==> config.mk <==
export PLATFORM = sky130hd
export DESIGN_NAME = trap_controller
export DESIGN_NICKNAME = d
export VERILOG_FILES = /design/src/rtl/trap_controller.sv
export SDC_FILE = /design/constraint.sdc
export NUM_CORES = 1
export LEC_CHECK = 0
export ABC_AREA = 1
export CAP_MARGIN = 0
export CORE_ASPECT_RATIO = 0.8
export CORE_MARGIN = 5
export CORE_UTILIZATION = 48
export CTS_CLUSTER_SIZE = 30
export DETAILED_ROUTE_END_ITERATION = 6
export GPL_ROUTABILITY_DRIVEN = 0
export GPL_TIMING_DRIVEN = 1
export MAX_ROUTING_LAYER = met4
export PLACE_DENSITY = 0.75
export SYNTH_ARGS = -nofsm -noshare
export SYNTH_HDL_FRONTEND = slang
export SYNTH_SLANG_ARGS = --single-unit
==> constraint.sdc <==
create_clock -name clk -period 1.6 [get_ports clk]
set_clock_uncertainty 0.15 [all_clocks]
set_input_delay 0.24 -clock clk [delete_from_list [all_inputs] [get_ports clk]]
set_output_delay 0.24 -clock clk [all_outputs]
set_load 0.005 [all_outputs]
==> src/rtl/trap_controller.sv <==
// trap_controller: trap/interrupt arbitration for a small CPU.
//
// Sorts level interrupt lines and a page-fault pulse into one offered trap.
// It also keeps the kernel register bank select, the global interrupt enable
// and a double-fault halt flag.
//
// Trap numbers: 0 = none, 1 = fault, 2+i = channel i, all ones = double fault.
//
// Handshake: the block offers a trap by holding irq (or fault) high.
// The CPU accepts the trap by raising take for one cycle.
// The offer stays up and unchanged until take, fault_in or reset.
// It is not withdrawn by mask or ie writes.
// reti is a one-cycle strobe that is honoured only in SERVICE.
//
// Optional feature: define TRAP_CTRL_RR_EN for round-robin channel selection.
// With it, the search starts at the channel after the last taken one.
// Without it, selection is fixed priority and the lowest index wins.
//
// Ports:
//   clk, reset            clock, synchronous active-high reset
//   irq_in[NIRQ]          level interrupt lines (rising edge sets pending)
//   fault_in              page-fault pulse, not maskable
//   take                  CPU accepts the offered trap
//   reti                  return-from-interrupt strobe
//   mask_we/mask_wdata    mask register write (1 = channel masked)
//   ie_we/ie_wdata        global enable write (honoured in IDLE only)
//   irq, fault            interrupt / fault offered
//   trapnr                trap number of offered or serviced trap
//   bank, ie, hlt         kernel bank select, global enable, double-fault halt
//   pending               raw pending latches
//   state_dbg             current FSM state encoding (debug visibility)
module trap_controller #(
  parameter int NIRQ  = 8,
  parameter int TRAPW = 4
) (
  input  logic             clk,
  input  logic             reset,
  input  logic [NIRQ-1:0]  irq_in,
  input  logic             fault_in,
  input  logic             take,
  input  logic             reti,
  input  logic             mask_we,
  input  logic [NIRQ-1:0]  mask_wdata,
  input  logic             ie_we,
  input  logic             ie_wdata,
  output logic             irq,
  output logic             fault,
  output logic [TRAPW-1:0] trapnr,
  output logic             bank,
  output logic             ie,
  output logic             hlt,
  output logic [NIRQ-1:0]  pending,
  output logic [2:0]       state_dbg
);

  typedef enum logic [2:0] {
    IDLE    = 3'd0,
    REQ     = 3'd1,
    FAULT   = 3'd2,
    SERVICE = 3'd3,
    HALT    = 3'd4
  } state_t;

  state_t            state, state_nx;
  logic [NIRQ-1:0]   irq_prev;
  logic [NIRQ-1:0]   mask, mask_nx;
  logic [NIRQ-1:0]   pending_nx, clr, rise, avail;
  logic [4:0]        sel, sel_nx;     // channel latched on entry to REQ
  logic [4:0]        pick;
  logic              hit;
  logic              irq_nx, fault_nx, bank_nx, ie_nx, hlt_nx;
  logic [TRAPW-1:0]  trapnr_nx;
`ifdef TRAP_CTRL_RR_EN
  logic [4:0]        last, last_nx; // last channel taken, search starts after it
`endif

  assign rise      = irq_in & ~irq_prev;
  assign avail     = pending & ~mask;
  assign state_dbg = state;

  // Channel selection over the unmasked pending set.
  always_comb begin
    hit  = 1'b0;
    pick = '0;
`ifdef TRAP_CTRL_RR_EN
    // The loop walks offsets from far to near, so the nearest hit is the one
    // that stays assigned.
    for (int k = NIRQ; k >= 1; k--) begin
      for (int i = 0; i < NIRQ; i++) begin
        if (avail[i] &&
            ((int'(last) + k == i) || (int'(last) + k - NIRQ == i))) begin
          hit  = 1'b1;
          pick = 5'(i);
        end
      end
    end
`else
    // The loop walks from high index to low, so the lowest index wins.
    for (int i = NIRQ - 1; i >= 0; i--) begin
      if (avail[i]) begin
        hit  = 1'b1;
        pick = 5'(i);
      end
    end
`endif
  end

  // Next-state and registered-output logic.
  always_comb begin
    state_nx  = state;
    irq_nx    = irq;
    fault_nx  = fault;
    bank_nx   = bank;
    ie_nx     = ie;
    hlt_nx    = hlt;
    trapnr_nx = trapnr;
    sel_nx    = sel;
    clr       = '0;
    mask_nx   = mask_we ? mask_wdata : mask;
`ifdef TRAP_CTRL_RR_EN
    last_nx   = last;
`endif

    case (state)
      IDLE: begin
        irq_nx    = 1'b0;
        fault_nx  = 1'b0;
        bank_nx   = 1'b0;
        trapnr_nx = '0;
        if (ie_we) ie_nx = ie_wdata;
        if (fault_in) begin
          state_nx  = FAULT;
          fault_nx  = 1'b1;
          trapnr_nx = TRAPW'(1);
          bank_nx   = 1'b1;
        end else if (ie && hit) begin
          state_nx  = REQ;
          irq_nx    = 1'b1;
          sel_nx    = pick;
          trapnr_nx = TRAPW'(pick) + TRAPW'(2);
        end
      end
      REQ: begin
        // A fault preempts the offer, and the pending bit is kept for later.
        if (fault_in) begin
          state_nx  = FAULT;
          irq_nx    = 1'b0;
          fault_nx  = 1'b1;
          trapnr_nx = TRAPW'(1);
          bank_nx   = 1'b1;
        end else if (take) begin
          state_nx = SERVICE;
          irq_nx   = 1'b0;
          bank_nx  = 1'b1;
          ie_nx    = 1'b0;
          for (int i = 0; i < NIRQ; i++)
            if (sel == 5'(i)) clr[i] = 1'b1;
`ifdef TRAP_CTRL_RR_EN
          last_nx = sel;
`endif
        end
      end
      FAULT: begin
        if (take) begin
          state_nx = SERVICE;
          fault_nx = 1'b0;
          ie_nx    = 1'b0;
        end
      end
      SERVICE: begin
        if (fault_in) begin
          state_nx  = HALT;
          hlt_nx    = 1'b1;
          trapnr_nx = '1;
          bank_nx   = 1'b1;
        end else if (reti) begin
          state_nx  = IDLE;
          bank_nx   = 1'b0;
          ie_nx     = 1'b1;
          trapnr_nx = '0;
        end
      end
      HALT: begin
        // Only reset leaves HALT.
      end
      default: state_nx = IDLE;
    endcase

    // A new edge on the same channel wins over the take-time clear.
    pending_nx = (pending & ~clr) | rise;
  end

  always_ff @(posedge clk) begin
    if (reset) begin
      state    <= IDLE;
      irq_prev <= '0;
      pending  <= '0;
      mask     <= '1;
      ie       <= 1'b0;
      bank     <= 1'b0;
      irq      <= 1'b0;
      fault    <= 1'b0;
      hlt      <= 1'b0;
      trapnr   <= '0;
      sel      <= '0;
`ifdef TRAP_CTRL_RR_EN
      last     <= 5'(NIRQ - 1);
`endif
    end else begin
      state    <= state_nx;
      irq_prev <= irq_in;
      pending  <= pending_nx;
      mask     <= mask_nx;
      ie       <= ie_nx;
      bank     <= bank_nx;
      irq      <= irq_nx;
      fault    <= fault_nx;
      hlt      <= hlt_nx;
      trapnr   <= trapnr_nx;
      sel      <= sel_nx;
`ifdef TRAP_CTRL_RR_EN
      last     <= last_nx;
`endif
    end
  end

endmodule

* Word level (Yosys, flattened, before mapping)
Index checks and enable logic that the tools add are counted.
Widths: inputs -> output; s select.
** Storage, ports and cells
- Output and inout port bits :: 20
- Bits in registers :: 41
- Logic and storage cells :: 115
- Input bits :: 24
** Operators by class
- Eq/ne operators :: 20
- Reduce and logical (&&, ||, !) cells :: 15
- Add/subtract/negate cells :: 1
- Muxes and demuxes :: 59
- Bitwise operators :: 9
** Operator list (number)
- $mux 5 :: 7
- $mux 1 :: 31
- $and 8x8->8 :: 3
- $mux 8 :: 3
- $not 8->8 :: 3
- $mux 3 :: 7
- $eq 5x3->1 const B :: 4
- $mux 4 :: 5
- $pmux 3 s5 :: 1
- $reduce_and 3->1 :: 5
- $ne 2x2->1 const B :: 6
- $pmux 4 s3 :: 1
- $eq 5x2->1 const B :: 2
- $ne 3x3->1 const B :: 3
- $or 8x8->8 :: 1
- $eq 3x2->1 const B :: 2
- $pmux 1 s3 :: 2
- $reduce_bool 3->1 :: 2
- $eq 5x1->1 const B :: 1
- $logic_not 5->1 :: 1
- $reduce_and 5->1 :: 1
- $add 4x2->4 const B :: 1
- $pmux 1 s4 :: 1
- $reduce_and 2->1 :: 2
- other kinds (8) :: 9

* Depth between registers and ports, before layout
- Word-level depth :: 14
- Mapped depth :: 10
- Mapped depth without buffers :: 10

* Worst setup path after synthesis
OpenSTA, ideal clock, no wires.
- Path kind :: register to register
- Start :: register state[0], in the netlist state_dbg[0]
- End :: register pending[4]
- Cell stages (with the launch flop) :: 8
- Arrival time :: 1.152 ns
- Period minus slack after synthesis :: 1.430 ns
- Setup time :: 0.128 ns
- Data required time :: 1.322 ns
- Setup slack :: 0.170 ns
- Path buffers :: 0
- Cell sequence :: dfxtp_1 nand2_4 nor2_8 nand2_4 nor3b_4 nand2_1 a21oi_1 nor2_1
** Between the ends
- Cells in the longest elaborated chain, start to end :: 5
** RTL lines
- start, declared :: RTL line 64 : state_t state, state_nx;
- start signal, assigned :: RTL line 210 : state <= state_nx;
- $eq 3x1->1 :: RTL line 124 : case (state)
- $mux 8 :: RTL line 124
- $not 8->8 :: RTL line 190 : pending_nx = (pending & ~clr) | rise;
- $and 8x8->8 :: RTL line 190
- $or 8x8->8 :: RTL line 190
- end signal, assigned :: RTL line 212 : pending <= pending_nx;
- end, declared :: RTL line 52 : output logic [NIRQ-1:0] pending,
No other way between the ends.
A chain may end at the register's enable or synchronous reset.

* Worst setup path in the final report
- Start :: register pending[5]
- End :: output port pending[5]
No word-level cell between the ends.

==> reports/metrics.csv <==
stage;metric;value;unit
clock_tree;path_clk_slew;70;ps
layout;drive_above_1_share;0.2032;
placed_design;dp_slack;-134.8;ps
clock_tree;cts_num_sinks;39;
clock_tree;cts_tree;yes;
routing;wl;4450;um
routing;wire_per_inst;12.64;um
setup_path;reg2reg_setup_slack;50;ps
routing;drt-pass1-iter-count;6;
global_route;grt_overflow;0;
logic_synthesis;yosysUniqueCellTypes;26;
power;vdd_drop_max;791.3;uV
logic_synthesis;synth.largest_area_cell;dfxtp_1;
clock_tree;numCtsBuffers;5;
power;p_leak;1.215;nW
sta;fin_setup_tns;0;ps
setup_path;end_kind;output port;
floorplanning;die_x;77.37;um
setup_path;path_class;reg2out;
status;status;complete, no violations;
sta;worst_pin_slew;361.9;ps
sta;setup_slack;13.95;ps
layout;layout.nets;335;
run;max-cap-violations;0;
setup_path;reg2reg_from;mask[4]$_SDFFE_PP1P_;
placed_design;io_buffers;43;
setup_path;critPathCapture;pending[5];
sta;fin_crit;1586;ps
sta;max_slew_margin;0.7584;
logic_synthesis;yosys_register_bits;39;
setup_path;required;1210;ps
logic_synthesis;postSynthAreaPerCell;7.143;sq um
setup_path;cp_slowest_cell;clkdlybuf4s50_1;
setup_path;cp_num_buf_inv;1;
sta;fmax;630.5;MHz
logic_synthesis;ys_warn_count;0;
floorplanning;fp.dieArea;4944;sq um
setup_path;crit_family;buffers and inverters;
clock_tree;clk_latency;290;ps
setup_path;max_stage_delay;520;ps
power;power_density;1018;nW/um^2
clock_tree;clk_path_buf_depth;2;
sta;rsz0062_at_grt;true;
clock_tree;cts.htree.levels;2;
logic_synthesis;synth.area.top_cells;dfxtp_1 (45%), nor2_1 (9.0%), nand2_1 (8.8%);
logic_synthesis;syn_inst;244;
layout;fin_util;0.7217;
layout;n_antenna_cell;0;
placed_design;dp_hpwl;3293;um
global_route;antenna_found_initial;0;
layout;syn_to_final_growth;43.72;%
setup_path;cp.arrival;1200;ps
setup_path;worstReg2RegEnd;trapnr[2]$_SDFFE_PP0P_;
setup_path;worstPathMaxFanout;3;
sta;min_period_over_period;0.9913;
floorplanning;num_rows;19;
setup_path;critPathLaunch;pending[5]$_SDFF_PP0_;
clock_tree;root_buffer;clkbuf_8;
setup_path;r2r_cells;9;
routing;dr.first_iter.drc_count;165;
setup_path;cp_cell_sequence;clkdlybuf4s50_1;
global_route;grt_pass1_wl;7072;um
logic_synthesis;ys_seq_area_frac;0.4480;
global_route;grt_usage;0.1822;
clock_tree;hold_buffers;0;
floorplanning;die_y;63.90;um
routing;avgViaCountPerCell;4.994;
floorplanning;coreArea;3471;sq um
setup_path;cp.depth;1;
logic_synthesis;syn_area;1743;sq um
routing;antenna_left;0;
routing;drc;0;
logic_synthesis;yosys.area.top_type_share;0.4480;
floorplanning;start_util;0.5022;
sta;slew_viol_final;0;
sta;setup_viol_count_final;0;
global_route;grt_max_degree;20;
global_route;grt_pass1_vias;1571;
sta;hold_viol;0;
routing;vias;1758;
floorplanning;ios;44;
worst_hold_path;min_path_type;reg2reg;
logic_synthesis;synth_fp_nets;269;
setup_path;worstSetupStartpointType;register;
-- how the worst min path moves through the flow --
stage                                start  slack [ps]               endpoint  depth (start not counted)
finish              irq_prev[2]$_SDFF_PP0_         270  pending[2]$_SDFF_PP0_                          1
global route        irq_prev[2]$_SDFF_PP0_         290  pending[2]$_SDFF_PP0_                          1
CTS                 irq_prev[2]$_SDFF_PP0_         280  pending[2]$_SDFF_PP0_                          1
detailed placement  irq_prev[2]$_SDFF_PP0_         270  pending[2]$_SDFF_PP0_                          1
global placement    irq_prev[2]$_SDFF_PP0_         260  pending[2]$_SDFF_PP0_                          1
floorplan                    mask_wdata[0]         210   mask[0]$_SDFFE_PP1P_                          2
-- cells in the mapped netlist, drive strengths merged --
cell type / n
nand3: 9
clkbuf: 4
dfxtp: 39
nand4: 2
inv: 37
ha: 1
o21ai: 21
nand2: 46
nor2: 47
a21oi: 29
nor3: 3
buf: 1
a31oi: 1
o21a: 1
o22ai: 1
o31ai: 1
nor3b: 1
-- worst register-to-register path: cells and delay by family, from the launching register on --
| family | cells | cell delay [ps] |
|---|---|---|
| flops | 1 | 310 |
| compound gates | 1 | 150 |
| simple gates | 5 | 410 |
| fa+ha+maj | 1 | 270 |
| buf+inv | 2 | 190 |
-- layout make-up --
cell class	instances	area, sq um
clock buffer	6	82.58
clock inverter	1	5.005
fill	296	965.9
inverter	37	141.4
multi-input combinational	163	827.0
sequential	39	795.8
tap	42	52.55
timing repair buffer	64	600.6
-- cell families after synthesis --
kind of cell | after synthesis | share of synthesized area
buf+inv | 42 | 0.09045
flops | 39 | 0.4480
fa+ha+maj | 1 | 0.007178
compound gates | 54 | 0.1594
simple gates | 108 | 0.2950
-- registers in the layout, summed over array words and instances (netlist names), 3 cells and up --
signal / cells
irq_prev: 8
state_dbg: 3
pending: 8
trapnr: 4
sel: 3
mask: 8
-- through the flow --
stage / hold WS [ps] / power (mW) / cell area [sq um] / instances
floorplan: 212.3 / 1.520 / 1743 / 244
global placement: 256.8 / 1.857 / 2362 / 343
detailed placement: 267.9 / 1.870 / 2362 / 343
CTS: 277.8 / 2.532 / 2456 / 350
global route: 286.6 / 2.683 / 2505 / 352
finish: 266.8 / 2.549 / 2505 / 352
-- cells in the final DEF, fill, tap and decap left out, types with 2 or more instances in the layout --
master and count:
nor2_1 40, clkbuf_8 6, dfxtp_2 9, o21ai_0 10, nand4_1 2, nand2_2 6
o21ai_1 11, nor2_4 2, dfxtp_1 29, a21oi_1 28, inv_1 32, nand3_1 8
nand2_1 38, buf_4 19, inv_2 4, nor2_2 4, clkdlybuf4s50_1 37, dlygate4sd2_1 5
nand2_4 2
-- where the power goes --
part	switching, mW	internal (mW)	total (mW)
Clock	0.332	0.338	0.670
Combinational	0.374	0.358	0.732
Sequential	0.0670	1.08	1.15
-- layer usage --
metal,track usage,wire length [um],up-vias
li1,-,-,909
met1,0.2530,2239,777
met2,0.2489,1840,68
met3,0.05758,335,4
met4,0.06009,34,0
met5,-,0,-
-- what timing repair did --
item	4_1_cts	5_1_grt
setup buffers	0	2
resized for setup	12	14
pin swaps	0	2
setup endpoints to repair	7	16
Power figures use the tool's default switching activity.
